File: src/rtl/draw_pkg.sv
// Shared types for the draw scheduler: command bundle, FSM states,
// and default screen geometry.
package draw_pkg;

   localparam int DEF_SCREEN_W = 160;
   localparam int DEF_SCREEN_H = 120;

   typedef struct packed {
      logic [2:0] colour;
      logic [7:0] cx;
      logic [6:0] cy;
      logic [7:0] diam;
   } draw_cmd_t;

   typedef enum logic [2:0] {
      IDLE,
      LOAD,
      ARM,
      RUN,
      RELEASE,
      CLEAR
   } sched_state_e;

endpackage

File: src/rtl/cmd_fifo.sv
// Small synchronous FIFO holding pending draw commands.
// Caller guarantees no push when full and no pop when empty.
module cmd_fifo
   import draw_pkg::*;
#(
   parameter int DEPTH = 4
) (
   input  logic      clk,
   input  logic      rst_n,
   input  logic      push,
   input  draw_cmd_t wdata,
   input  logic      pop,
   output draw_cmd_t rdata,
   output logic      full,
   output logic      empty
);

   localparam int AW = $clog2(DEPTH);
   localparam int CW = AW + 1;

   draw_cmd_t     mem [DEPTH];
   logic [AW-1:0] wr_ptr;
   logic [AW-1:0] rd_ptr;
   logic [CW-1:0] count;

   always_ff @(posedge clk) begin
      if (!rst_n) begin
         wr_ptr <= '0;
         rd_ptr <= '0;
         count  <= '0;
      end else begin
         if (push) wr_ptr <= wr_ptr + AW'(1);
         if (pop)  rd_ptr <= rd_ptr + AW'(1);
         case ({push, pop})
            2'b10:   count <= count + CW'(1);
            2'b01:   count <= count - CW'(1);
            default: count <= count;
         endcase
      end
   end

   always_ff @(posedge clk) begin
      if (push) mem[wr_ptr] <= wdata;
   end

   assign rdata = mem[rd_ptr];
   assign full  = (count == CW'(DEPTH));
   assign empty = (count == '0);

endmodule

File: src/rtl/draw_scheduler.sv
// Queues draw commands and sequences one shape engine per command.
// Define SCREEN_CLEAR_EN to sweep the screen to black after reset.
module draw_scheduler
   import draw_pkg::*;
#(
   parameter int FIFO_DEPTH = 4,
   parameter int SCREEN_W   = DEF_SCREEN_W,
   parameter int SCREEN_H   = DEF_SCREEN_H
) (
   input  logic       clk,
   input  logic       rst_n,
   input  logic       cmd_valid,
   output logic       cmd_ready,
   input  logic [2:0] cmd_colour,
   input  logic [7:0] cmd_cx,
   input  logic [6:0] cmd_cy,
   input  logic [7:0] cmd_diam,
   output logic       eng_rst_n,
   output logic       eng_start,
   output logic [2:0] eng_colour,
   output logic [7:0] eng_cx,
   output logic [6:0] eng_cy,
   output logic [7:0] eng_diam,
   input  logic       eng_done,
   input  logic [7:0] eng_x,
   input  logic [6:0] eng_y,
   input  logic [2:0] eng_pcolour,
   input  logic       eng_plot,
   output logic [7:0] vga_x,
   output logic [6:0] vga_y,
   output logic [2:0] vga_colour,
   output logic       vga_plot,
   output logic       busy,
   output logic [7:0] jobs_done
);

   if (FIFO_DEPTH < 2 || (FIFO_DEPTH & (FIFO_DEPTH - 1)) != 0 ||
       SCREEN_W > 256 || SCREEN_H > 128) begin : g_bad_cfg
      $error("draw_scheduler: unsupported parameters");
   end

   sched_state_e state;
   sched_state_e state_nx;
   draw_cmd_t    head;
   draw_cmd_t    cmd_q;
   logic         full;
   logic         empty;
   logic         push;
   logic         pop;

   assign cmd_ready = rst_n & ~full;
   assign push      = cmd_valid & cmd_ready;
   assign pop       = (state == LOAD);

   cmd_fifo #(
      .DEPTH(FIFO_DEPTH)
   ) u_fifo (
      .clk   (clk),
      .rst_n (rst_n),
      .push  (push),
      .wdata ({cmd_colour, cmd_cx, cmd_cy, cmd_diam}),
      .pop   (pop),
      .rdata (head),
      .full  (full),
      .empty (empty)
   );

`ifdef SCREEN_CLEAR_EN
   localparam sched_state_e RST_STATE = CLEAR;

   logic [7:0] clr_x;
   logic [6:0] clr_y;
   logic       clr_x_end;
   logic       clr_last;

   assign clr_x_end = (clr_x == 8'(SCREEN_W - 1));
   assign clr_last  = clr_x_end && (clr_y == 7'(SCREEN_H - 1));

   always_ff @(posedge clk) begin
      if (!rst_n) begin
         clr_x <= '0;
         clr_y <= '0;
      end else if (state == CLEAR) begin
         if (clr_x_end) begin
            clr_x <= '0;
            clr_y <= clr_y + 7'd1;
         end else begin
            clr_x <= clr_x + 8'd1;
         end
      end
   end
`else
   localparam sched_state_e RST_STATE = IDLE;
`endif

   always_ff @(posedge clk) begin
      if (!rst_n) begin
         state     <= RST_STATE;
         cmd_q     <= '0;
         jobs_done <= '0;
      end else begin
         state <= state_nx;
         if (state == LOAD) cmd_q <= head;
         if (state == RUN && eng_done) jobs_done <= jobs_done + 8'd1;
      end
   end

   // Engine stays in reset outside RUN/RELEASE so a stale job never plots.
   always_comb begin
      state_nx   = state;
      eng_rst_n  = 1'b0;
      eng_start  = 1'b0;
      vga_plot   = 1'b0;
      vga_x      = eng_x;
      vga_y      = eng_y;
      vga_colour = eng_pcolour;
      unique case (state)
         IDLE: begin
            if (!empty) state_nx = LOAD;
         end
         LOAD: begin
            state_nx = ARM;
         end
         ARM: begin
            state_nx = RUN;
         end
         RUN: begin
            eng_rst_n = 1'b1;
            eng_start = 1'b1;
            vga_plot  = eng_plot;
            if (eng_done) state_nx = RELEASE;
         end
         RELEASE: begin
            eng_rst_n = 1'b1;
            state_nx  = empty ? IDLE : LOAD;
         end
`ifdef SCREEN_CLEAR_EN
         CLEAR: begin
            vga_plot   = 1'b1;
            vga_x      = clr_x;
            vga_y      = clr_y;
            vga_colour = 3'd0;
            if (clr_last) state_nx = IDLE;
         end
`endif
         default: begin
            state_nx = RST_STATE;
         end
      endcase
   end

   assign busy       = !(state == IDLE && empty);
   assign eng_colour = cmd_q.colour;
   assign eng_cx     = cmd_q.cx;
   assign eng_cy     = cmd_q.cy;
   assign eng_diam   = cmd_q.diam;

endmodule

File: config.mk
export PLATFORM = sky130hd
export DESIGN_NAME = draw_scheduler
export DESIGN_NICKNAME = d
export VERILOG_FILES = /design/src/rtl/draw_pkg.sv /design/src/rtl/cmd_fifo.sv /design/src/rtl/draw_scheduler.sv
export SDC_FILE = /design/constraint.sdc
export NUM_CORES = 1
export LEC_CHECK = 0
export BUFFER_PORTS_ARGS = -buffer_cell sky130_fd_sc_hd__buf_2
export CAP_MARGIN = 20
export CORE_MARGIN = 2
export CORE_UTILIZATION = 25
export DETAILED_ROUTE_END_ITERATION = 7
export GPL_TIMING_DRIVEN = 0
export SETUP_SLACK_MARGIN = 0.15
export SLEW_MARGIN = 20
export SYNTH_ARGS = -nofsm -noshare
export SYNTH_HDL_FRONTEND = slang
export SYNTH_SLANG_ARGS = --single-unit
File: constraint.sdc
create_clock -name clk -period 3 [get_ports clk]
set_clock_uncertainty 0.05 [all_clocks]
set_input_delay 0.9 -clock clk [delete_from_list [all_inputs] [get_ports clk]]
set_output_delay 0.9 -clock clk [all_outputs]
set_load 0.02 [all_outputs]
==> results.sh <==
export IMPL_status="complete, no violations"
export IMPL_drt_iter0_drc=117
export IMPL_max_clock_path_buffers=2
export IMPL_fill_cells=2130
export IMPL_fin_util_pct=32.3
export IMPL_layout_area_seq_sq_um=4000
export IMPL_cts_hold_buf=0
export IMPL_synth_seq_area_share_pct=71.0
export IMPL_final_common_cell="edfxtp_1"
export IMPL_switching_share_pct=28.6
export IMPL_core_area_sq_um=22000
export IMPL_path_clk_slew_ps=60
export IMPL_crit_path_top_delay_cell="clkbuf_2"
export IMPL_overflow=0
export IMPL_crit_chain="buf_2 -> inv_2 -> clkbuf_2 -> a21oi_1 -> buf_2"
export IMPL_portBuffers=87
export IMPL_postCtsSetupRepairBufs=0
export IMPL_nets=487
export IMPL_die_w_microns=154
export IMPL_netlist_instances=321
export IMPL_hold_viol_final=0
export IMPL_multi_input_area_sq_um=1380
export IMPL_wl_per_cell_microns=16.3
export IMPL_grt_pass1_vias=3280
export IMPL_drive_gt1_share_pct=42.1
export IMPL_clock_sinks=148
export IMPL_final_cell_mix="edfxtp_1 (104), buf_2 (93), dfxtp_1 (44), mux4_2 (26), a22o_1 (26)"
export IMPL_final_design_area_no_fill_sq_um=7100
export IMPL_p_sw_mw=1.59
export IMPL_drt_pass1_iterations=6
export IMPL_grt_start_max_net_pins=18
export IMPL_hpwl_microns=8080
export IMPL_worst_path_max_fanout=10
export IMPL_worst_setup_path_end_kind="primary output"
export IMPL_rsz0062_at_grt="no"
export IMPL_cts_root_buf="clkbuf_16"
export IMPL_syn_area_sq_um=5640
export IMPL_clkPwrFrac_pct=35.4
export IMPL_crit_type="input port to primary output"
export IMPL_dp_cells=692
export IMPL_ios=106
export IMPL_finalCriticalPeriod_ps=2720
export IMPL_drv_slew=0
export IMPL_gp_congestion=0.670
export IMPL_tightest_slew_ps=806
export IMPL_vias_per_cell=4.26
export IMPL_comb_power_share_pct=19.7
export IMPL_critPathArrivalTime_ps=1770
export IMPL_insertion_delay_ps=420
export IMPL_syn_nets=377
export IMPL_die_h_microns=154
export IMPL_ant_nets=0
export IMPL_critical_path_required_ps=2050
export IMPL_power_leakage_nw=2.63
export IMPL_totalNegativeSetupSlack_ps=0
export IMPL_htreeDepth=4
export IMPL_sequentialPowerShare_pct=44.9
export IMPL_crit_top_cell="buf_2"
export IMPL_drcViolationCount=0
export IMPL_grt_usage_pct=10.3
export IMPL_dieArea_sq_um=23800
export IMPL_cts_made_buffers=17
export IMPL_layoutNonFillerInstCount=726
export IMPL_critical_path_max_stage_delay_ps=220
export IMPL_max_freq_mhz=367
export IMPL_ys_types=34
export IMPL_num_vias=3090
export IMPL_cts_resized=0
export IMPL_relSlewSlack_pct=46.1
export IMPL_placed_area_sq_um=6540
export IMPL_final_period_utilization_pct=90.7
export IMPL_worstHoldPathType="flip-flop to flip-flop"
export IMPL_grt_pass1_wl_microns=18000
export IMPL_holdWs_ps=424
export IMPL_syn_avg_cell_area_sq_um=17.6
export IMPL_setup_violations=0
export IMPL_ys_warn_count=0
export IMPL_initial_utilization_pct=25.7
export IMPL_drt_total_wl_microns=11800
export IMPL_max_vdd_ir_drop_mv=0.283
export IMPL_synth_seq_cells=148
export IMPL_areaGrowthSynthToFinish_pct=25.9
export IMPL_num_rows=54
export IMPL_reg2reg_slack_ps=760
export IMPL_pwr_density_cell_nw_per_um2=781
export IMPL_tritoncts="yes"
export IMPL_cp_start_kind="input port"
export IMPL_grt_antenna_before_repair=1
export IMPL_p_int_mw=3.96
export IMPL_cap_violations=0
==> sequential cells by signal, indices dropped and copies added, names as in the netlist <==
signal,flops
eng_cy,7
u_fifo.rd_ptr,2
eng_cx,8
u_fifo.mem,104
eng_diam,8
eng_colour,3
u_fifo.wr_ptr,2
u_fifo.count,3
jobs_done,8
state,3
==> routing by layer <==
metal | global-route usage [%] | share of wire [%]
met2 | 17.8 | 51
met5 | 0 | 0
met3 | 2.82 | 4.9
met4 | 4.94 | 1.8
met1 | 11.7 | 42
==> through the flow <==
step / total power [mW] / worst slack [ps]
finish: 5.55 / 279
global route: 5.84 / 175
CTS: 5.64 / 164
detailed placement: 3.66 / 51.6
global placement: 3.60 / -379
floorplan: 3.28 / 537
==> worst paths after layout <==
path	from	end	cells past startpoint
worst min-delay path	eng_colour[2]	eng_colour[2]	1
worst min register to register	eng_colour[2]	eng_colour[2]	1
worst max register to register	state[0]	u_fifo.count[2]	7
worst max-delay path	rst_n	cmd_ready	5
==> critical path, delay by kind of cell <==
| kind | cells | cell delay [ps] |
|---|---|---|
| AO/OA/AOI/OAI | 1 | 160 |
| buffers and inverters | 4 | 700 |
==> Yosys cell counts <==
library cell | instances | area (sq um)
fa_1 | 1 | 20.0
mux4_2 | 26 | 586
a21o_1 | 1 | 7.51
dfxtp_1 | 44 | 881
nand3_1 | 3 | 15.0
a21oi_1 | 8 | 40.0
nor3b_2 | 1 | 12.5
a22o_1 | 26 | 228
a211oi_2 | 1 | 12.5
nor4b_1 | 3 | 26.3
clkbuf_1 | 3 | 11.3
nand2_1 | 8 | 30.0
buf_2 | 6 | 30.0
xnor2_1 | 2 | 17.5
nand2b_1 | 3 | 18.8
or4_1 | 3 | 22.5
buf_6 | 1 | 11.3
inv_2 | 1 | 3.75
edfxtp_1 | 104 | 3120
inv_1 | 9 | 33.8
nand4_1 | 1 | 6.26
or3_1 | 2 | 12.5
o31ai_1 | 3 | 22.5
and4bb_2 | 1 | 12.5
nand4b_4 | 1 | 23.8
ha_1 | 6 | 75.1
mux2i_1 | 5 | 50.1
buf_4 | 22 | 165
o21ai_0 | 2 | 10.0
nor3_1 | 1 | 5.00
nand3b_1 | 2 | 15.0
and2_1 | 6 | 37.5
xor2_1 | 3 | 26.3
nor2_1 | 12 | 45.0
==> power groups by stage <==
stage	Sequential, mW	Combinational, mW	Clock (mW)
5_1_grt	2.51	1.19	2.13
3_3_place_gp	2.52	1.07	0
6_report	2.49	1.09	1.97
2_1_floorplan	2.60	0.677	0
4_1_cts	2.49	1.13	2.02
3_5_place_dp	2.53	1.12	0
==> layout make-up <==
class | count | area share, %
Sequential cell | 148 | 56.4
Multi-Input combinational cell | 131 | 19.5
Timing Repair Buffer | 91 | 7.69
Clock buffer | 18 | 6.05
Tap cell | 280 | 4.94
Buffer | 32 | 3.08
Clock inverter | 14 | 1.76
Inverter | 10 | 0.529
Antenna cell | 2 | 0.0705
==> logic make-up (layout without fill, tap and decap cells) <==
logic type / after synthesis / after routing / synth area share, %
buffers and inverters: 42 / 165 / 4.53
adders and majority gates: 7 / 7 / 1.69
DFF: 148 / 148 / 71.0
xor gates and xnor gates: 5 / 5 / 0.777
muxes: 31 / 31 / 11.3
AOI/OAI and AO/OA: 41 / 41 / 5.68
and+or+nand+nor: 47 / 47 / 5.02
other: 0 / 2 / 0
Power figures use the tool's default switching activity.
